--- src/rtl/chip8_draw_ctrl.sv ---
`timescale 1ns/1ps
// CHIP-8 DXYN / 00E0 sequencer: latches the command operands, fetches sprite rows over a
// req/ack memory port, strobes the framebuffer row by row and reports the collision flag into VF.
module chip8_draw_ctrl #(
  parameter int ADDR_W = 12
) (
  input  logic              i_clk,
  input  logic              i_rst_n,
  input  logic              i_start,
  input  logic              i_cmd_clear,
  input  logic [7:0]        i_vx,
  input  logic [7:0]        i_vy,
  input  logic [3:0]        i_n,
  input  logic [ADDR_W-1:0] i_addr,
  output logic              o_busy,
  output logic              o_done,
  output logic              o_vf_we,
  output logic [7:0]        o_vf_out,
  output logic              o_mem_req,
  output logic [ADDR_W-1:0] o_mem_addr,
  input  logic              i_mem_ack,
  input  logic [7:0]        i_mem_rdata,
  output logic              o_disp_draw,
  output logic [5:0]        o_disp_x,
  output logic [4:0]        o_disp_y,
  output logic [3:0]        o_disp_row,
  output logic [7:0]        o_disp_sprite,
  input  logic              i_disp_collision,
  output logic              o_disp_clear
);

  typedef enum logic [2:0] {
    S_IDLE,
    S_CLEAR,
    S_FETCH,
    S_DRAW,
    S_SAMPLE,
    S_DONE
  } state_t;

  state_t            r_state;
  state_t            w_state_next;
  logic [5:0]        r_x;
  logic [4:0]        r_y;
  logic [3:0]        r_n;
  logic [3:0]        r_k;
  logic [ADDR_W-1:0] r_addr;
  logic [7:0]        r_sprite;
  logic              r_acc;
  logic              r_is_clear;
  logic [3:0]        w_k_inc;
  logic              w_unused;

  // Screen coordinates wrap, so only the low bits of VX/VY are ever kept.
  assign w_unused = ^{i_vx[7:6], i_vy[7:5]};
  assign w_k_inc  = r_k + 4'd1;

  always_ff @(posedge i_clk or negedge i_rst_n) begin
    if (!i_rst_n) begin
      r_state <= S_IDLE;
    end else begin
      r_state <= w_state_next;
    end
  end

  always_comb begin
    w_state_next = r_state;
    o_busy       = 1'b1;
    o_done       = 1'b0;
    o_vf_we      = 1'b0;
    o_mem_req    = 1'b0;
    o_disp_draw  = 1'b0;
    o_disp_clear = 1'b0;
    case (r_state)
      S_IDLE: begin
        o_busy = 1'b0;
        if (i_cmd_clear) begin
          w_state_next = S_CLEAR;
        end else if (i_start) begin
          w_state_next = (i_n == 4'd0) ? S_DONE : S_FETCH;
        end
      end
      S_CLEAR: begin
        o_disp_clear = 1'b1;
        w_state_next = S_DONE;
      end
      S_FETCH: begin
        o_mem_req = 1'b1;
        if (i_mem_ack) begin
          w_state_next = S_DRAW;
        end
      end
      S_DRAW: begin
        o_disp_draw  = 1'b1;
        w_state_next = S_SAMPLE;
      end
      S_SAMPLE: begin
        w_state_next = (w_k_inc == r_n) ? S_DONE : S_FETCH;
      end
      S_DONE: begin
        o_done       = 1'b1;
        o_vf_we      = ~r_is_clear;
        w_state_next = S_IDLE;
      end
      default: begin
        w_state_next = S_IDLE;
      end
    endcase
  end

  always_ff @(posedge i_clk or negedge i_rst_n) begin
    if (!i_rst_n) begin
      r_x        <= '0;
      r_y        <= '0;
      r_n        <= '0;
      r_k        <= '0;
      r_addr     <= '0;
      r_sprite   <= '0;
      r_acc      <= 1'b0;
      r_is_clear <= 1'b0;
    end else begin
      case (r_state)
        S_IDLE: begin
          if (i_cmd_clear) begin
            r_is_clear <= 1'b1;
            r_acc      <= 1'b0;
          end else if (i_start) begin
            r_is_clear <= 1'b0;
            r_x        <= i_vx[5:0];
            r_y        <= i_vy[4:0];
            r_n        <= i_n;
            r_addr     <= i_addr;
            r_k        <= 4'd0;
            r_acc      <= 1'b0;
          end
        end
        S_FETCH: begin
          if (i_mem_ack) begin
            r_sprite <= i_mem_rdata;
          end
        end
        // The framebuffer registers its flag on the draw edge, so it is valid here.
        S_SAMPLE: begin
          r_acc <= r_acc | i_disp_collision;
          r_k   <= w_k_inc;
        end
        default: begin
        end
      endcase
    end
  end

  assign o_mem_addr    = r_addr + ADDR_W'(r_k);
  assign o_vf_out      = {7'b0, r_acc};
  assign o_disp_x      = r_x;
  assign o_disp_y      = r_y;
  assign o_disp_row    = r_k;
  assign o_disp_sprite = r_sprite;

endmodule

--- config.mk ---
export PLATFORM = sky130hd
export DESIGN_NAME = chip8_draw_ctrl
export DESIGN_NICKNAME = d
export VERILOG_FILES = /design/src/rtl/chip8_draw_ctrl.sv
export SDC_FILE = /design/constraint.sdc
export NUM_CORES = 1
export LEC_CHECK = 0
export ABC_AREA = 1
export CORE_ASPECT_RATIO = 0.8
export CORE_MARGIN = 8
export CORE_UTILIZATION = 39
export CTS_BUF_LIST = sky130_fd_sc_hd__clkbuf_8
export CTS_CLUSTER_SIZE = 30
export DETAILED_ROUTE_END_ITERATION = 6
export GPL_ROUTABILITY_DRIVEN = 0
export PLACE_DENSITY = 0.78
export SLEW_MARGIN = 20
export SYNTH_ARGS = -nofsm -noshare
export SYNTH_HDL_FRONTEND = slang
export SYNTH_SLANG_ARGS = --single-unit
--- constraint.sdc ---
create_clock -name i_clk -period 4.4 [get_ports i_clk]
set_input_delay 0.66 -clock i_clk [delete_from_list [all_inputs] [get_ports i_clk]]
set_output_delay 0.66 -clock i_clk [all_outputs]
set_load 0.01 [all_outputs]
### After elaboration in Yosys (flattened, before gate mapping)

Index checks and enable logic that the tools add are counted.

* add/sub/neg operators: 2
* $mul: 0
* div/mod/pow operators: 0
* magnitude comparators: 0
* equality and inequality tests: 10
* shift-type cells: 0
* muxes and demuxes: 19
* bitwise logic cells: 3
* reduce and logical (&&, ||, !) cells: 10

Operators by type and width (number)
* two-way mux 3 bit: 5
* one-hot mux 3 bit (5 select lines): 1
* adder 12 x 4 -> 12 bit: 1
* two-way mux 1 bit: 9
* two-way mux 4 bit: 2
* one-hot mux 4 bit (2 select lines): 1
* AND reduction 2 bit: 4
* equality test 3 x 2 -> 1 bit (second input constant): 2
* equality test 3 bit (second input constant): 2
* != test 2 bit (second input constant): 3
* AND reduction 3 bit: 2
* adder 4 x 1 -> 4 bit (second input constant): 1
* equality test 4 bit: 1
* logical NOT 4 bit: 1
* nonzero test 2 bit: 2
* equality test 3 x 1 -> 1 bit (second input constant): 1
* logical NOT 3 bit: 1
* != test 3 bit (second input constant): 1
* NOT 1 bit: 2
* one-hot mux 1 bit (2 select lines): 1
* OR 1 bit: 1

* flip-flop bits (word level): 44
* latch bits: 0
* bits in writable memories: 0
* bits in read-only memories: 0
* bits of input ports: 46
* logic and storage cells: 53
* memories: 0

### Longest topological paths before layout

Gate-level depths: netlist of the first run.

* depth after elaboration: 5
* gate-level depth with buffers: 11
* gate-level depth less buffers: 11

### Least setup slack after synthesis of the first run

No wires, ideal clock.

* path kind: register to output
* from: register r_k[0] (netlist: o_disp_row[0])
* to: output o_mem_addr[10]
* data arrival time: 1702 ps
* required time: 3740 ps
* slack: 2038 ps
* cell stages (with the launch flop): 8
* cells stage by stage: dfrtp_1 > ha_1 > fa_1 > nand3_1 > nand2_1 > nand4_1 > nor2_1 > xor2_1

* word-level cells in the longest chain between the ends: 1

Ends and longest elaborated chain
* start, declared: RTL line 46 `logic [3:0] r_k;`
* start signal, assigned: RTL line 145 `r_k <= w_k_inc;`
* adder 12 x 4 -> 12 bit: RTL line 153 `assign o_mem_addr = r_addr + ADDR_W'(r_k);`
* end, declared: RTL line 20 `output logic [ADDR_W-1:0] o_mem_addr,`

Every way passes these cells.

### Final worst setup path of the first run

Ends and elaborated chain as after synthesis.

==> reports/metrics.yaml, run 1 <==
drtAntennaViolNets: 0
p_seq_frac: 0.353
critPathLaunchType: "flip-flop"
power_switching_w: 0.000843
yosysWarnings: 0
period_minus_slack_ns: 3.32
fin_ws_ns: 1.08
num_io_pins: 95
row_count: 25
cp-end-kind: "output port"
syn_avg_cell_area_um2: 8.27
dp_cells: 433
clock-sinks: 44
crit_fanout: 10
synthesis.area_um2: 2290
io_buffers: 82
num-nets-final: 411
finalClockSkew_ns: 0.00962
vias: 2028
peakVddDrop_mv: 0.270
overflow: 0
multi_input_area_um2: 1010
synth_area_leader_cell: "dfrtp_1"
n_fill_cell: 526
ctsHoldBuffers: 0
cts_buffer_depth: 2
p_leak_nw: 1.58
initial_core_util: 0.396
numCtsBuffers: 5
dp_slack_ns: 1.42
cap_violations: 0
antenna-diode-count: 0
post-route-util: 0.559
worst_hold_path_type: "input pin to async pin"
post-route-period-util: 0.755
grt_pass1_vias: 2015
yosys-top-cells-area: "dfrtp_1 48%, nand2_1 17%, inv_1 3.9%"
run_status: "completed"
r2r_start: "r_state[0]"
track_usage: 0.141
finalHoldViolations: 0
synth_top_family_by_area: "simple AND/OR/NAND/NOR gates"
critPathKind: "flip-flop to output port"
power_switching_share: 0.387
firstDrtPassIters: 4
cp-startpoint: "o_disp_row[0]"
die_y_um: 84.5
yosys.area_share.simple: 0.260
regArea_um2: 1100
crit_required_ns: 3.74
tightest_slew_ns: 0.562
routedWlPerCell_um: 13.3
grt_max_degree: 45
p_total_w: 0.00218
p_clk_frac: 0.126
cts_tree: "built"
syn2layout_area_growth_pct: 41.3
setup_viol: 0
finalWirelength_mm: 5.84
post_cts_buffers: 0
layout.cells.non_filler: 440
grt_setup_unrepaired: "no"
relSlewSlack: 0.625
synthCells: 277
die_area_um2: 8590
post_synth_num_cell_types: 26
cts_resized: 0
synth.top_cell.area_share: 0.481
yosys.area_share.xor_xnor: 0.0383
clockRootBuffer: "clkbuf_8"
p_comb_frac: 0.521
synthAdderAreaFrac: 0.0361
arrival_ns: 2.66
drtIter0Drc: 99
coreArea_um2: 5790
finalSetupTns_ns: 0
drc: 0
yosys_register_bits: 44
clkTransAtPathRegs_ns: 0.09
synth_compound_area_frac: 0.0568
dp_hpwl_mm: 4.57
synthMuxAreaShare: 0.0393
via_per_inst: 4.61
drv_slew: 0
grt_pass1_wl_mm: 9.60
clk_latency_ns: 0.30
drive_gt1_frac: 0.0724
power-per-cell-area_nw_per_um2: 674
ys_seq_area_frac: 0.481
clock.fmax_mhz: 301
htree_num_levels: 2
fp.dieW_um: 102
p_int_w: 0.00134
antenna_found_initial: 0
rrSetupSlack_ns: 2.53
==> per-layer routing <==
metal / track usage / share of wire
met1: 0.160 / 0.40
met2: 0.228 / 0.49
met3: 0.0636 / 0.089
met4: 0.0445 / 0.017
met5: 0 / 0
==> sequential cells by signal, summed over array words and instances (netlist names) <==
| register | flops |
|---|---|
| r_acc | 1 |
| r_n | 4 |
| o_disp_sprite | 8 |
| r_addr | 12 |
| o_disp_x | 6 |
| r_is_clear | 1 |
| o_disp_y | 5 |
| r_state | 3 |
| o_disp_row | 4 |
==> cell type report <==
class,count,area share
timing repair buffer,82,0.253
tap,81,0.0313
sequential,44,0.340
clock buffer,7,0.0298
multi-input combinational,198,0.313
inverter,28,0.0325
==> Yosys cell counts <==
cell and instances:
nand2_1 105, dfrtp_1 44, inv_1 24, o21ai_0 15, nand3_1 11, buf_4 9
a21oi_1 8, mux2_2 8, nor2_1 8, xor2_1 8, nand4_1 6, ha_1 5
nor3_1 5, inv_2 4, buf_2 3, nand2_2 3, xnor2_1 2, a22o_1 1
a31oi_1 1, buf_6 1, conb_1 1, fa_1 1, nor2_2 1, nor3_4 1
nor4_1 1, or2_2 1
==> stage by stage <==
stage	hold slack, ns	instance area [um^2]
2_1_floorplan	0.364	2310
6_report	0.336	3230
3_5_place_dp	0.464	3140
3_3_place_gp	0.462	3140
5_1_grt	0.382	3230
4_1_cts	0.486	3230
==> path summary, 6_finish.rpt <==
path,end,cells after the start
setup / recovery,o_mem_addr[10],8
hold / removal,r_addr[8],1
setup reg to reg,r_addr[8],6
hold reg to reg,o_disp_y[0],2
max in group asynchronous,o_disp_x[2],1
min in group i_clk,o_disp_y[0],2
==> power groups by stage <==
stage | Clock, W | Sequential, W | Combinational, W
2_1_floorplan | 0 | 0.000789 | 0.000558
3_3_place_gp | 0 | 0.000765 | 0.00112
3_5_place_dp | 0 | 0.000775 | 0.00115
4_1_cts | 0.000284 | 0.000770 | 0.00115
5_1_grt | 0.000297 | 0.000796 | 0.00125
6_report | 0.000275 | 0.000769 | 0.00113
==> layout by cell type (no fill, tap or decap) <==
| cell type | netlist | layout |
|---|---|---|
| nand4_1 | 6 | 6 |
| xnor2_1 | 2 | 2 |
| a21oi_1 | 8 | 8 |
| inv_1 | 24 | 24 |
| nand3_1 | 11 | 11 |
| clkbuf_8 | 0 | 7 |
| a22o_1 | 1 | 1 |
| nor3_4 | 1 | 1 |
| or2_2 | 1 | 1 |
| nor3_1 | 5 | 5 |
| o21ai_0 | 15 | 15 |
| conb_1 | 1 | 7 |
| nor2_2 | 1 | 1 |
| nand2_1 | 105 | 105 |
| mux2_2 | 8 | 8 |
| dfrtp_1 | 44 | 44 |
| nand2_2 | 3 | 3 |
| inv_2 | 4 | 4 |
| a31oi_1 | 1 | 1 |
| nor2_1 | 8 | 8 |
| fa_1 | 1 | 1 |
| clkdlybuf4s50_1 | 0 | 81 |
| xor2_1 | 8 | 8 |
| ha_1 | 5 | 5 |
| buf_4 | 9 | 1 |
| nor4_1 | 1 | 1 |
==> cell families (layout without fill, tap and decap cells) <==
kind of cell / after synthesis / in the layout
xor gates and xnor gates: 10 / 10
buffers and inverters: 41 / 117
AOI/OAI and AO/OA: 25 / 25
muxes: 8 / 8
other: 1 / 7
and+or+nand+nor: 142 / 142
DFF: 44 / 44
adders and majority gates: 6 / 6
==> critical path: stages, from the launching register on <==
cell             delay, ns
dfrtp_1               0.50
ha_1                  0.32
fa_1                  0.43
nand3_1               0.11
nand2_1               0.10
nand4_1               0.13
nor2_1                0.07
xor2_1                0.14
clkdlybuf4s50_1       0.57
Power figures use the tool's default switching activity.
==> run 2: changes to the inputs <==
Settings changed: PLACE_DENSITY 0.78 to 0.81.
Clock period 4.4 ns to 2.9 ns, I/O delays scaled along.
==> run 2 against run 1 <==
Clock skew down 0.0028 ns; global-route usage increased by 0.38 points; flip-flop and latch count did not move; power rose by 58%; sequential share of layout area fell by 0.78 points; clock power is 72% higher; largest power group unchanged; setup slack worse by 0.97 ns.
==> reports/metrics.yaml, run 2 (synthesis results as in run 1) <==
critPathKind: "flip-flop to output port"
crit_slowest_cell: "clkdlybuf4s50_1"
overflow: 0  # unchanged
run_status: "completed"
grt_pass1_wl_mm: 9.98  # +4.0%
p_leak_nw: 1.63  # +2.8%
layout_commonest_cell: "nand2_1"
grt_pass1_vias: 2158  # +7.1%
mostFrequentLayoutCells: "105 x nand2_1, 78 x clkdlybuf4s50_1, 44 x dfrtp_1"
finalHoldViolations: 0  # unchanged
drv_slew: 0  # unchanged
largest_reg_flops: 12  # unchanged
reg2reg_to: "o_disp_y[2]"
cp_num_buf_inv: 1  # unchanged
io_buffers: 82  # unchanged
r2r_start: "r_state[0]"
crit_required_ns: 2.47  # -1.27 ns
largest_register: "r_addr"
fp.dieW_um: 102  # unchanged
crit_family: "buffers and inverters"
crit_end: "o_mem_addr[9]"
n_fill_cell: 512  # -2.7%
p_total_w: 0.00344  # +58%
reg2regPathDepth: 8  # +2
routedWlPerCell_um: 13.7  # +3.0%
clk_latency_ns: 0.30  # about the same
firstDrtPassIters: 6  # +2
critPathMaxStageDelay_ns: 0.56  # about the same
p_clk_frac: 0.137  # +0.011
num-nets-final: 414  # +0.73%
antenna-diode-count: 0  # unchanged
p_seq_frac: 0.340  # -0.013
num_io_pins: 95  # unchanged
period_minus_slack_ns: 2.79
clock.fmax_mhz: 358
cp-startpoint: "o_disp_row[2]"
dp_slack_ns: 0.338  # -1.08 ns
fin_ws_ns: 0.106  # -0.971 ns
dp_hpwl_mm: 4.66  # +2.1%
drive_gt1_frac: 0.0882  # +0.0157
power_switching_share: 0.387  # about the same
cts_buffer_depth: 2  # unchanged
multi_input_area_um2: 1040  # +2.5%
coreArea_um2: 5790  # unchanged
cap_violations: 0  # unchanged
numCtsBuffers: 5  # unchanged
p_int_w: 0.00211  # +58%
power-per-cell-area_nw_per_um2: 1040  # +54%
arrival_ns: 2.36  # -0.30 ns
finalClockSkew_ns: 0.00677  # -0.00285 ns
rrSetupSlack_ns: 1.20  # -1.33 ns
die_area_um2: 8590  # unchanged
clockRootBuffer: "clkbuf_8"
antenna_found_initial: 0  # unchanged
track_usage: 0.145  # +0.00380
peakVddDrop_mv: 0.402  # +49%
drc: 0  # unchanged
drtIter0Drc: 63  # -36%
grt_max_degree: 45  # unchanged
critical_path_cell_count: 7  # -1
holdWs_ns: 0.0126  # -0.323 ns
via_per_inst: 4.70  # +1.9%
initial_core_util: 0.396  # unchanged
htree_num_levels: 2  # unchanged
post-route-period-util: 0.963
syn2layout_area_growth_pct: 44.6
regArea_um2: 1100  # unchanged
finalWirelength_mm: 6.07  # +3.9%
row_count: 25  # unchanged
cts_tree: "built"
vias: 2086  # +2.9%
p_comb_frac: 0.522  # about the same
post-route-util: 0.572  # +0.0132
cp-end-kind: "output port"
setup_viol: 0  # unchanged
clock-sinks: 44  # unchanged
clkTransAtPathRegs_ns: 0.09  # about the same
path_common_cell: "nand2_1"
critPathLaunchType: "flip-flop"
drtAntennaViolNets: 0  # unchanged
die_y_um: 84.5  # unchanged
ctsHoldBuffers: 0  # unchanged
crit_fanout: 8  # -2
power_switching_w: 0.00133  # +58%
worst_hold_path_type: "input pin to async pin"
crit_path_cell_trace: "ha_4 -> a21oi_1 -> o21ai_0 -> nand2_1 -> nand2_1 -> xor2_1 -> clkdlybuf4s50_1"
-- run 2: cell count changes in the layout (fill, tap and decap cells not counted), sizes merged, moves of 2 or more --
cell,change
buf,+3
clkbuf,-2
clkdlybuf4s50,-3
dlymetal6s2s,+2
-- run 2: how the worst min path moves through the flow --
| stage | startpoint | to | slack (ns) | cells after the start |
|---|---|---|---|---|
| finish | i_rst_n | r_addr[8] | 0.01 | 1 |
| global placement | o_disp_x[0] | o_disp_x[0] | 0.46 | 2 |
| detailed placement | o_disp_y[4] | o_disp_y[4] | 0.47 | 2 |
| global route | i_rst_n | o_disp_x[4] | 0.02 | 1 |
| floorplan | i_rst_n | o_disp_row[0] | 0.14 | 0 |
| CTS | i_rst_n | r_addr[11] | 0.33 | 1 |
-- run 2: area by class of cell --
type | instances | area share
inverter | 28 | 0.0317
timing repair buffer | 85 | 0.258
tap | 81 | 0.0306
multi-input combinational | 198 | 0.313
clock buffer | 5 | 0.0208
clock inverter | 3 | 0.0128
sequential | 44 | 0.333
-- run 2: worst register-to-register path, cell delays in order (launching register included) --
cell and delay, ns:
dfrtp_1 0.45, nor2_2 0.18, nand2_2 0.11, inv_2 0.09
nand2_2 0.05, buf_4 0.23, inv_2 0.35, nand2_1 0.11
nand2_1 0.09
-- run 2: timing repair --
action / 4_1_cts / 5_1_grt
setup buffers: 0 / 0
resized for setup: 1 / 4
pin swaps: 0 / 0
setup endpoints to repair: 1 / 6
-- run 2: per-layer routing --
layer	vias up	wire [um]	share of wire	global-route usage
met5	-	0	0	0
met3	7	526	0.087	0.0537
met1	979	2440	0.40	0.169
met4	0	68	0.011	0.0459
li1	1031	-	-	-
met2	69	3030	0.50	0.238
-- run 2: power by group through the flow --
stage | logic (W) | registers (W) | clock network (W)
after CTS | 0.00178 | 0.00116 | 0.000487
final | 0.00179 | 0.00117 | 0.000473
after floorplan | 0.000846 | 0.00120 | 0
after global placement | 0.00173 | 0.00115 | 0
after detailed placement | 0.00178 | 0.00117 | 0
after global routing | 0.00199 | 0.00121 | 0.000509
-- run 2: stage by stage --
stage,TNS [ns],cell area (um^2),std cells
3_5_place_dp,0,3150,435
4_1_cts,0,3260,443
2_1_floorplan,0,2310,283
5_1_grt,-0.0499,3310,444
3_3_place_gp,0,3150,435
6_report,0,3310,444
==> run 3: changes to the inputs <==
Settings changed: PLACE_DENSITY 0.81 to 0.78.
Clock period 2.9 ns to 3.4 ns, I/O delays scaled along.
==> run 3 against run 2 <==
Final cell count is 0.68% lower; flip-flop and latch count stayed put; critical path type unchanged; first-iteration DRC count is 22% higher; combinational power is 18% lower; cell area is 2.4% lower; sequential share of layout area is 0.81 points higher.
==> reports/metrics.yaml, run 3 (synthesis results as in run 1) <==
run_status: "completed"
p_leak_nw: 1.58  # -2.8%
post_cts_buffers: 0  # unchanged
critPathLaunchType: "flip-flop"
die_area_um2: 8590  # unchanged
finalWirelength_mm: 5.83  # -4.0%
peakVddDrop_mv: 0.361  # -10%
num-nets-final: 411  # -0.72%
finalClockSkew_ns: 0.00979  # +0.00302 ns
grt_pass1_wl_mm: 9.74  # -2.4%
p_total_w: 0.00281  # -18%
largest_reg_flops: 12  # unchanged
firstDrtPassIters: 4  # -2
antenna_found_initial: 0  # unchanged
p_clk_frac: 0.122  # -0.015
mostFrequentLayoutCells: "105 x nand2_1, 81 x clkdlybuf4s50_1, 44 x dfrtp_1"
layout_commonest_cell: "nand2_1"
cts_buffer_depth: 2  # unchanged
grt_setup_unrepaired: "no"
r2r_start: "r_state[0]"
numCtsBuffers: 5  # unchanged
finalSetupTns_ns: 0  # unchanged
antenna-diode-count: 0  # unchanged
reg2regPathDepth: 6  # -2
arrival_ns: 2.61  # +0.25 ns
overflow: 0  # unchanged
power-per-cell-area_nw_per_um2: 871  # -16%
io_buffers: 82  # unchanged
relSlewSlack: 0.617
finalHoldViolations: 0  # unchanged
clkTransAtPathRegs_ns: 0.09  # about the same
drc: 0  # unchanged
track_usage: 0.140  # -0.00456
htree_num_levels: 2  # unchanged
rrSetupSlack_ns: 1.55  # +0.35 ns
cts_resized: 0  # -1
coreArea_um2: 5790  # unchanged
clk_latency_ns: 0.29  # about the same
vias: 2011  # -3.6%
period_minus_slack_ns: 3.12
crit_required_ns: 2.89  # +0.42 ns
clock.fmax_mhz: 320
largest_register: "r_addr"
drv_slew: 0  # unchanged
critPathKind: "flip-flop to output port"
drive_gt1_frac: 0.0722  # -0.0159
post-route-period-util: 0.919
reg2reg_to: "r_addr[7]"
grt_pass1_vias: 2013  # -6.7%
drtAntennaViolNets: 0  # unchanged
fp.dieW_um: 102  # unchanged
clock-sinks: 44  # unchanged
p_int_w: 0.00171  # -19%
p_comb_frac: 0.522  # about the same
die_y_um: 84.5  # unchanged
cap_violations: 0  # unchanged
cp-end-kind: "output port"
grt_max_degree: 45  # unchanged
tightest_slew_ns: 0.575
via_per_inst: 4.56  # -2.9%
power_switching_w: 0.00110  # -17%
routedWlPerCell_um: 13.2  # -3.4%
cts_tree: "built"
syn2layout_area_growth_pct: 41.1
clockRootBuffer: "clkbuf_8"
post-route-util: 0.558  # -0.0136
p_seq_frac: 0.355  # +0.015
drtIter0Drc: 77  # +22%
num_io_pins: 95  # unchanged
setup_viol: 0  # unchanged
dp_hpwl_mm: 4.50  # -3.4%
worst_hold_path_type: "input pin to async pin"
row_count: 25  # unchanged
power_switching_share: 0.392  # +0.00536
initial_core_util: 0.396  # unchanged
crit_fanout: 10  # +2
ctsHoldBuffers: 0  # unchanged
## run 3: cell count changes in the layout (fill, tap and decap cells not counted), moves of 2 or more
cell | previous run | this run
ha_1 | 3 | 5
ha_4 | 2 | 0
dlymetal6s2s_1 | 2 | 0
clkdlybuf4s50_1 | 78 | 81
## run 3: critical path: stages, from the launching register on
cell	delay, ns
dfrtp_1	0.50
ha_1	0.33
fa_1	0.42
nand3_1	0.10
nand2_1	0.10
nand4_1	0.12
nor2_1	0.07
xor2_1	0.13
clkdlybuf4s50_1	0.55
## run 3: power groups by stage
stage	combinational [W]	sequential [W]	clock (W)
floorplan	0.000722	0.00102	0
detailed placement	0.00149	0.00100	0
global placement	0.00145	0.000990	0
finish	0.00147	0.00100	0.000345
CTS	0.00149	0.000996	0.000356
global route	0.00163	0.00104	0.000374
## run 3: layer usage
layer,GRT usage,part of all wire,wire length (um)
met2,0.228,0.49,2870
met1,0.168,0.41,2410
met5,0,0,0
met4,0.0364,0.012,70
met3,0.0521,0.083,483
## run 3: worst max-delay path by stage
stage	startpoint	endpoint	slack (ns)	depth (start not counted)
6_report	o_disp_row[0]	o_mem_addr[10]	0.28	8
5_1_grt	o_disp_row[0]	o_mem_addr[10]	0.09	8
4_1_cts	o_disp_row[0]	o_mem_addr[10]	0.26	8
3_5_place_dp	o_disp_row[0]	o_mem_addr[10]	0.60	8
3_3_place_gp	o_disp_row[0]	o_mem_addr[10]	0.64	8
2_1_floorplan	o_disp_row[0]	o_mem_addr[10]	1.19	7
## run 3: area by class of cell
type                            instances  area (um^2)
Tap cell                               81          101
Clock inverter                          2         11.3
Inverter                               28          105
Sequential cell                        44         1100
Fill cell                             528         2550
Clock buffer                            6         82.6
Multi-Input combinational cell        198         1010
Timing Repair Buffer                   82          818
## run 3: metrics by stage
step	hold slack [ns]	cell area, um^2	worst slack, ns	std cells
final	0.210	3230	0.276	441
after floorplan	0.214	2310	1.19	283
after CTS	0.420	3230	0.257	441
after detailed placement	0.464	3140	0.603	433
after global routing	0.252	3230	0.0878	441
after global placement	0.462	3140	0.642	433
